==> config.mk <==
export PLATFORM = sky130hd
export DESIGN_NAME = ifu
export DESIGN_NICKNAME = d
export VERILOG_FILES = /design/src/rtl/ifu.sv
export SDC_FILE = /design/constraint.sdc
export NUM_CORES = 1
export LEC_CHECK = 0
export CORE_MARGIN = 2
export CORE_UTILIZATION = 49
export CTS_CLUSTER_DIAMETER = 200
export DETAILED_ROUTE_END_ITERATION = 10
export PLACE_DENSITY = 0.79
export SLEW_MARGIN = 20
export SYNTH_ARGS = -nofsm -noshare
export SYNTH_HDL_FRONTEND = slang
export SYNTH_SLANG_ARGS = --single-unit
==> constraint.sdc <==
create_clock -name clk -period 4.6 [get_ports clk]
set_clock_uncertainty 0.2 [all_clocks]
set_input_delay 0.92 -clock clk [delete_from_list [all_inputs] [get_ports clk]]
set_output_delay 0.92 -clock clk [all_outputs]
set_load 0.02 [all_outputs]
==> src/rtl/ifu.sv <==
`default_nettype none
// ============================================================================
// Module      : ifu
// Description : Instruction fetch unit. Holds the program counter, drives the
//               instruction memory address/enable, selects the next PC from
//               sequential, branch, jump and register-jump sources, and
//               captures the fetched word into the IF/ID pipeline register.
//               Optional feature macro: IFU_DELAY_SLOT_EN (MIPS delay slot).
// Revision    : 1.0 - initial release
// ============================================================================
module ifu #(
    parameter logic [31:0] RESET_PC = 32'h0000_3000
) (
    input  logic        clk,
    input  logic        reset,
    input  logic        stall,
    input  logic        flush,
    input  logic        halt_req,
    input  logic [1:0]  npc_sel,
    input  logic [25:0] imm,
    input  logic [31:0] rs_value,
    input  logic [31:0] im_result,
    output logic [31:0] im_addr,
    output logic        im_enable,
    output logic [31:0] if_id_instr,
    output logic [31:0] if_id_pc,
    output logic        if_id_valid,
    output logic        misaligned
);

    // Next-PC source encodings
    localparam logic [1:0] c_sel_seq    = 2'd0;
    localparam logic [1:0] c_sel_branch = 2'd1;
    localparam logic [1:0] c_sel_jump   = 2'd2;
    localparam logic [1:0] c_sel_jr     = 2'd3;

    typedef enum logic [1:0] {
        ST_BOOT = 2'd0,
        ST_RUN  = 2'd1,
        ST_HALT = 2'd2
    } state_t;

    state_t      r_state;
    state_t      w_state_nxt;

    logic [31:0] r_pc;
    logic [31:0] r_instr;
    logic [31:0] r_ifpc;
    logic        r_valid;
    logic        r_mis;

    logic [31:0] w_pc_nxt;
    logic [31:0] w_instr_nxt;
    logic [31:0] w_ifpc_nxt;
    logic        w_valid_nxt;
    logic        w_mis_nxt;

    // Target arithmetic (all modulo 2^32)
    logic [31:0] w_pc_plus4;
    logic [31:0] w_ifpc_plus4;
    logic [31:0] w_br_off;
    logic [31:0] w_br_target;
    logic [31:0] w_j_target;
    logic [31:0] w_jr_target;
    logic [31:0] w_target;
    logic        w_redirect;
    logic        w_squash;
    logic        w_jr_mis;

    // Values loaded by a normal (non-stalled, non-halting) fetch edge
    logic [31:0] w_adv_pc;
    logic [31:0] w_adv_instr;
    logic [31:0] w_adv_ifpc;
    logic        w_adv_valid;
    logic        w_adv_mis;

    // Branch/jump targets are relative to the instruction sitting in decode
    assign w_pc_plus4   = r_pc + 32'd4;
    assign w_ifpc_plus4 = r_ifpc + 32'd4;
    assign w_br_off     = {{14{imm[15]}}, imm[15:0], 2'b00};
    assign w_br_target  = w_ifpc_plus4 + w_br_off;
    assign w_j_target   = {w_ifpc_plus4[31:28], imm, 2'b00};
    assign w_jr_target  = {rs_value[31:2], 2'b00};

    // A redirect only counts when decode actually holds an instruction
    assign w_redirect = (npc_sel != c_sel_seq) && r_valid;
    assign w_jr_mis   = w_redirect && (npc_sel == c_sel_jr) && (rs_value[1:0] != 2'b00);

`ifdef IFU_DELAY_SLOT_EN
    // The sequentially fetched word becomes the delay slot and is kept
    assign w_squash = 1'b0;
`else
    // The wrong-path word fetched alongside a taken redirect is dropped
    assign w_squash = w_redirect;
`endif

    // Redirect target selection
    always_comb begin
        w_target = w_pc_plus4;
        case (npc_sel)
            c_sel_branch: w_target = w_br_target;
            c_sel_jump:   w_target = w_j_target;
            c_sel_jr:     w_target = w_jr_target;
            default:      w_target = w_pc_plus4;
        endcase
    end

    // State loaded on an ordinary fetch edge: new PC plus IF/ID capture or bubble
    always_comb begin
        w_adv_pc    = w_redirect ? w_target : w_pc_plus4;
        w_adv_mis   = r_mis | w_jr_mis;
        w_adv_instr = im_result;
        w_adv_ifpc  = r_pc;
        w_adv_valid = 1'b1;
        if (flush || w_squash) begin
            w_adv_instr = 32'd0;
            w_adv_ifpc  = 32'd0;
            w_adv_valid = 1'b0;
        end
    end

    // Next-state and next-register selection; stall beats everything else
    always_comb begin
        w_state_nxt = r_state;
        w_pc_nxt    = r_pc;
        w_instr_nxt = r_instr;
        w_ifpc_nxt  = r_ifpc;
        w_valid_nxt = r_valid;
        w_mis_nxt   = r_mis;
        case (r_state)
            ST_BOOT: begin
                w_state_nxt = ST_RUN;
                if (!stall) begin
                    w_pc_nxt    = w_adv_pc;
                    w_instr_nxt = w_adv_instr;
                    w_ifpc_nxt  = w_adv_ifpc;
                    w_valid_nxt = w_adv_valid;
                    w_mis_nxt   = w_adv_mis;
                end
            end
            ST_RUN: begin
                if (!stall) begin
                    if (halt_req) begin
                        // Halt wins over any redirect: PC frozen, bubble in IF/ID
                        w_state_nxt = ST_HALT;
                        w_instr_nxt = 32'd0;
                        w_ifpc_nxt  = 32'd0;
                        w_valid_nxt = 1'b0;
                    end else begin
                        w_pc_nxt    = w_adv_pc;
                        w_instr_nxt = w_adv_instr;
                        w_ifpc_nxt  = w_adv_ifpc;
                        w_valid_nxt = w_adv_valid;
                        w_mis_nxt   = w_adv_mis;
                    end
                end
            end
            ST_HALT: begin
                w_state_nxt = ST_HALT;
                w_instr_nxt = 32'd0;
                w_ifpc_nxt  = 32'd0;
                w_valid_nxt = 1'b0;
            end
            default: begin
                w_state_nxt = ST_HALT;
                w_instr_nxt = 32'd0;
                w_ifpc_nxt  = 32'd0;
                w_valid_nxt = 1'b0;
            end
        endcase
    end

    // FSM state register
    always_ff @(posedge clk or posedge reset) begin
        if (reset) begin
            r_state <= ST_BOOT;
        end else begin
            r_state <= w_state_nxt;
        end
    end

    // PC, IF/ID pipeline register and sticky misalignment flag
    always_ff @(posedge clk or posedge reset) begin
        if (reset) begin
            r_pc    <= RESET_PC;
            r_instr <= 32'd0;
            r_ifpc  <= 32'd0;
            r_valid <= 1'b0;
            r_mis   <= 1'b0;
        end else begin
            r_pc    <= w_pc_nxt;
            r_instr <= w_instr_nxt;
            r_ifpc  <= w_ifpc_nxt;
            r_valid <= w_valid_nxt;
            r_mis   <= w_mis_nxt;
        end
    end

    assign im_addr     = r_pc;
    assign im_enable   = (r_state != ST_HALT);
    assign if_id_instr = r_instr;
    assign if_id_pc    = r_ifpc;
    assign if_id_valid = r_valid;
    assign misaligned  = r_mis;

endmodule
`default_nettype wire
==> results_dict.tcl, run 1 <==
set metrics [dict create \
    cts_tree "built" \
    synth_warnings 0 \
    r2r_slack_ns 0.61 \
    post-route-min-period_ns 3.99 \
    final_antenna_net_count 0 \
    busiest_layer "met2" \
    antenna_found_initial 1 \
    synth_cell_type_count 69 \
    synth-seq-area-share_pct 35.7 \
    hold_viol_final 0 \
    crit_end "im_addr[27]" \
    p_seq_share_pct 43.3 \
    die_area_mm2 0.0153 \
    cp-end-kind "flop" \
    synth.area.top_cells "dfrtp_1 (35%), a22o_1 (8.1%), ha_1 (6.4%), a21oi_1 (4.6%), xnor2_1 (4.0%)" \
    worstMarginPinSlew_ns 0.795 \
    numPortBuffers 195 \
    fillers 1170 \
    postCtsSetupRepairBufs 0 \
    clockPowerShare_pct 32.5 \
    cap_violations 0 \
    grt_pass1_wl_mm 37.0 \
    num_rows 43 \
    syn_nets 933 \
    wl_per_cell_um 20.7 \
    rsz0062_at_grt "false" \
    synth-seq-cells 100 \
    ctsResizeCount 0 \
    leakagePower_nw 4.03 \
    finalNetCount 1107 \
    drtPass1Iterations 5 \
    total_power_mw 2.40 \
    hp-class "reg2reg" \
    numCtsBuffers 9 \
    fin_tns_setup_ns 0 \
    cts_root_buf "clkbuf_16" \
    clkTransAtPathRegs_ns 0.08 \
    swShare_pct 33.4 \
    clock_sinks 100 \
    synth-main-ff-cell "dfrtp_1" \
    syn2layout_area_growth_pct 34.4 \
    wl_mm 24.0 \
    grt_overflow 0 \
    viasPerCell 6.17 \
    ios 196 \
    cp.required_ns 4.68 \
    drc 0 \
    synth_top_area_cell "dfrtp_1" \
    use_met3_pct 8.06 \
    post-route-util_pct 67.8 \
    slew_headroom_pct 47.0 \
    combPwrFrac_pct 24.2 \
    cp-start-kind "flop" \
    max_freq_mhz 251 \
    syn_area_per_cell_um2 8.79 \
    fp.dieH_um 124 \
    switching_power_uw 800 \
    worstSkewPairLatency_ns 0.36 \
    synth_top_area_share_pct 34.9 \
    max-clock-path-buffers 2 \
    worstPathArrival_ns 4.07 \
    finalSetupViolations 0 \
    crit_type "reg2reg" \
    coreArea_mm2 0.0139 \
    ir_drop_mv 0.249 \
    reg2reg_from "if_id_pc[6]" \
    crit_fanout 7 \
    synth_edf_count 0 \
    routed-via-count 7154 \
    internal_power_mw 1.60 \
    grt_use_met1_pct 43.6 \
    hold_depth 1 \
    r2r_end "im_addr[27]" \
    start_util_pct 50.4 \
    grt_pass1_vias 6840 \
    gp_congestion 0.980 \
    grt_max_degree 66 \
    powerDensity_mw_per_mm2 254 \
    run_status "finished, final reports clean" \
    synthArstFlopShare_pct 100 \
    drive_above_1_share_pct 5.42 \
    fin_crit_sh_pct 86.8 \
    dp.final_hpwl_mm 17.6 \
    worstSetupStartpoint "if_id_pc[6]" \
    chipWidth_um 124 \
    syn-cell-area_mm2 0.00703 \
    htree_levels 3 \
    synth.most_common_cell "dfrtp_1" \
    drv_slew 0 \
    r2r_cells 17 \
    use_met2_pct 49.4 \
    cts_hold_buf 0 \
    netlist_top_cells_count "dfrtp_1 (98), nand2_1 (74), a21oi_1 (65), a22o_1 (65), nor2_1 (60)" \
    first_iter_violations 663 \
    grt_use_total_pct 31.8 \
    synth_cells 799 \
]
## layer usage
metal	up-vias	wire length, µm	share of wire (%)
met5	-	0	0
met4	0	597	2.5
met3	44	2020	8.4
met2	328	11000	46
met1	3447	10400	43
li1	3335	-	-
## through the flow
stage | hold slack [ns] | cell area [µm²] | setup WS (ns) | instances
final | 0.306 | 9440 | 0.609 | 1159
after global routing | 0.330 | 9440 | 0.302 | 1158
after CTS | 0.304 | 9440 | 0.645 | 1158
after detailed placement | 0.273 | 9140 | 0.351 | 1142
after global placement | 0.267 | 9140 | 0.419 | 1142
after floorplan | 0.325 | 7030 | 0.865 | 799
## cell families (layout without fill, tap and decap cells)
group / after synthesis / after routing / share of synthesized area, %
compound gates: 287 / 287 / 28.5
simple gates: 254 / 254 / 18.2
flops: 100 / 100 / 35.7
buf+inv: 64 / 243 / 3.63
xor+xnor: 50 / 50 / 6.23
fa+ha+maj: 37 / 37 / 6.70
mux: 7 / 7 / 1.05
other cells: 0 / 1 / 0
## power by group through the flow
stage / logic (mW) / clock network, mW / registers, mW
floorplan: 0.231 / 0 / 1.09
global placement: 0.568 / 0 / 1.05
detailed placement: 0.573 / 0 / 1.05
CTS: 0.577 / 0.786 / 1.03
global route: 0.623 / 0.831 / 1.04
finish: 0.579 / 0.779 / 1.04
## sequential cells by signal (all words and copies together), names as in the netlist
register and cells:
if_id_instr 32, r_state 2, misaligned 1, im_addr 32, if_id_pc 32, if_id_valid 1
## worst max-delay path, stage by stage, from the launching register on
cell     delay, ns
dfrtp_1       0.45
and4_1        0.25
nand3_1       0.13
nor2_1        0.44
and2_1        0.29
nand2_1       0.09
xnor2_1       0.14
ha_1          0.37
a21o_1        0.20
a21oi_1       0.14
nor2_1        0.05
nor2_1        0.14
nand2_1       0.07
o31a_2        0.34
a31oi_1       0.21
xnor2_1       0.16
nand2_1       0.08
a21oi_1       0.17
## how the worst min path moves through the flow
stage	startpoint	to	slack (ns)
3_5_place_dp	misaligned	misaligned	0.27
5_1_grt	if_id_instr[1]	if_id_instr[1]	0.33
6_report	misaligned	misaligned	0.31
2_1_floorplan	r_state[1]	r_state[1]	0.32
4_1_cts	misaligned	misaligned	0.30
3_3_place_gp	misaligned	misaligned	0.27
## placed cells by master (no fill, tap or decap), types with 18 or more instances in the layout
cell / netlist / routed
nor2_1: 60 / 60
a21oi_1: 65 / 65
ha_1: 36 / 36
o21ai_0: 45 / 45
xor2_1: 18 / 18
nand3_1: 27 / 27
clkdlybuf4s50_1: 0 / 194
dfrtp_1: 98 / 98
xnor2_1: 32 / 32
a22o_1: 65 / 65
nand2_1: 74 / 74
## area by class of cell
type	count	area (µm²)	share of cell area (%)
clock inverter	7	77.6	0.822
timing repair buffer	211	2070	21.9
sequential	100	2500	26.5
inverter	16	62.6	0.663
antenna	1	2.50	0.0265
tap	180	225	2.39
multi-input combinational	635	4280	45.3
clock buffer	9	225	2.39
(Power assumes the default switching activity.)
==> run 2: changes to the inputs <==
- CORE_UTILIZATION: 49 -> 50
- CTS_BUF_LIST: not set -> sky130_fd_sc_hd__clkbuf_4
- PLACE_DENSITY: 0.79 -> 0.81
==> results_dict.tcl, run 2 (synthesis gave the netlist of run 1 again) <==
set metrics [dict create \
    grt_use_total_pct 30.7 \
    cp-start-kind "flop" \
    powerDensity_mw_per_mm2 231 \
    start_util_pct 50.8 \
    grt_max_degree 66 \
    crit_type "reg2reg" \
    drv_slew 0 \
    die_area_mm2 0.0150 \
    layoutNonFillerInstCount 1159 \
    cap_violations 0 \
    numCtsBuffers 9 \
    rsz0062_at_grt "false" \
    max-clock-path-buffers 2 \
    worstMarginPinSlew_ns 0.783 \
    clock_sinks 100 \
    drtPass1Iterations 5 \
    fp.dieH_um 123 \
    postCtsSetupRepairBufs 0 \
    cts_tree "built" \
    fin_crit_sh_pct 93.4 \
    cp.required_ns 4.80 \
    coreArea_mm2 0.0138 \
    grt_pass1_wl_mm 35.6 \
    final_common_cell "clkdlybuf4s50_1" \
    gp_congestion 0.996 \
    ctsResizeCount 0 \
    grt_overflow 0 \
    drc 0 \
    placed_cells 1142 \
    hold_slack_ns 0.307 \
    run_status "finished, final reports clean" \
    antenna_found_initial 0 \
    max_freq_mhz 233 \
    post-route-min-period_ns 4.30 \
    crit_fanout 7 \
    syn2layout_area_growth_pct 32.5 \
    wl_per_cell_um 20.0 \
    chipWidth_um 123 \
    cts_hold_buf 0 \
    clkTransAtPathRegs_ns 0.18 \
    cp-end-kind "flop" \
    leakagePower_nw 3.98 \
    drive_above_1_share_pct 5.42 \
    grt_pass1_vias 6741 \
    finalNetCount 1107 \
    final_cell_mix "clkdlybuf4s50_1 (194), dfrtp_1 (98), nand2_1 (74), a21oi_1 (65), a22o_1 (65)" \
    dp.final_hpwl_mm 17.0 \
    worstSkewPairLatency_ns 0.51 \
    numPortBuffers 195 \
    hold_viol_final 0 \
    cts_root_buf "clkbuf_4" \
    finalSetupViolations 0 \
    slew_headroom_pct 47.8 \
    final_antenna_net_count 0 \
    place_area_mm2 0.00915 \
    hp-class "reg2reg" \
    total_power_mw 2.15 \
    ios 196 \
    htree_levels 3 \
    num_rows 43 \
    worstPathArrival_ns 4.50 \
    fin_tns_setup_ns 0 \
    first_iter_violations 763 \
    viasPerCell 6.18 \
    routed-via-count 7158 \
    ir_drop_mv 0.178 \
    wl_mm 23.2 \
    finalInstanceArea_mm2 0.00931 \
]
run 2: changes by cell type in the layout (fill, tap and decap cells not counted):
cell        delta
buf_12         +1
buf_4          -1
bufinv_16      +1
clkbuf_16      -9
clkbuf_4       +9
clkinv_4       +1
clkinv_8       -2
clkinvlp_4     -1
inv_8          +1
run 2: area by class of cell:
class,instances,area (µm²)
tap,180,225
timing repair buffer,211,2080
fill,1128,4520
clock inverter,7,87.6
antenna,1,2.50
clock buffer,9,67.6
sequential,100,2500
multi-input combinational,635,4280
inverter,16,62.6
run 2: critical path, cell delays in order (launching register included):
cell and delay (ns):
dfrtp_1 0.48, ha_1 0.26, nand3_1 0.16, nor2_1 0.46, and2_1 0.30, nand2_1 0.09, xnor2_1 0.14, ha_1 0.41
nand4_1 0.20, nor4b_1 0.56, o31a_2 0.29, nand2_1 0.08, o211a_1 0.24, nor3_1 0.22, o31ai_1 0.11
run 2: path summary, 6_finish.rpt:
| kind | startpoint | endpoint | slack, ns | cells after the start |
|---|---|---|---|---|
| worst max-delay path | if_id_pc[2] | im_addr[29] | 0.30 | 14 |
| worst min-delay path | misaligned | misaligned | 0.31 | 1 |
| worst max register to register | if_id_pc[2] | im_addr[29] | 0.30 | 14 |
| worst min register to register | misaligned | misaligned | 0.31 | 1 |
| max in group asynchronous | reset | if_id_pc[11] | 2.77 | 3 |
| min in group asynchronous | reset | if_id_instr[1] | 0.69 | 2 |
run 2: where the power goes:
| group | switching [mW] | internal, mW | leakage (nW) | total, mW |
|---|---|---|---|---|
| Clock | 0.353 | 0.180 | 0.0849 | 0.532 |
| Combinational | 0.302 | 0.275 | 2.56 | 0.577 |
| Sequential | 0.102 | 0.937 | 1.33 | 1.04 |
| Total | 0.757 | 1.39 | 3.98 | 2.15 |
run 2: metrics by stage:
stage	utilization, %	setup WS, ns
final	67.3	0.303
after global routing	67.3	0.120
after CTS	67.3	0.394
after detailed placement	66.2	0.341
after global placement	66.2	0.387
after floorplan	-	0.865
run 2: metal layers:
layer | global-route usage (%) | wire [µm]
met5 | 0 | 0
met2 | 48.1 | 10500
met4 | 10.4 | 559
met1 | 42.6 | 9930
met3 | 6.23 | 2210
==> run 3: changes to the inputs <==
- CORE_UTILIZATION: 50 -> 49
- CTS_BUF_LIST: sky130_fd_sc_hd__clkbuf_4 -> not set
- PLACE_DENSITY: 0.81 -> 0.79
==> results of run 3 <==
No change in the layout: final DEF, timing and power equal those of run 1.
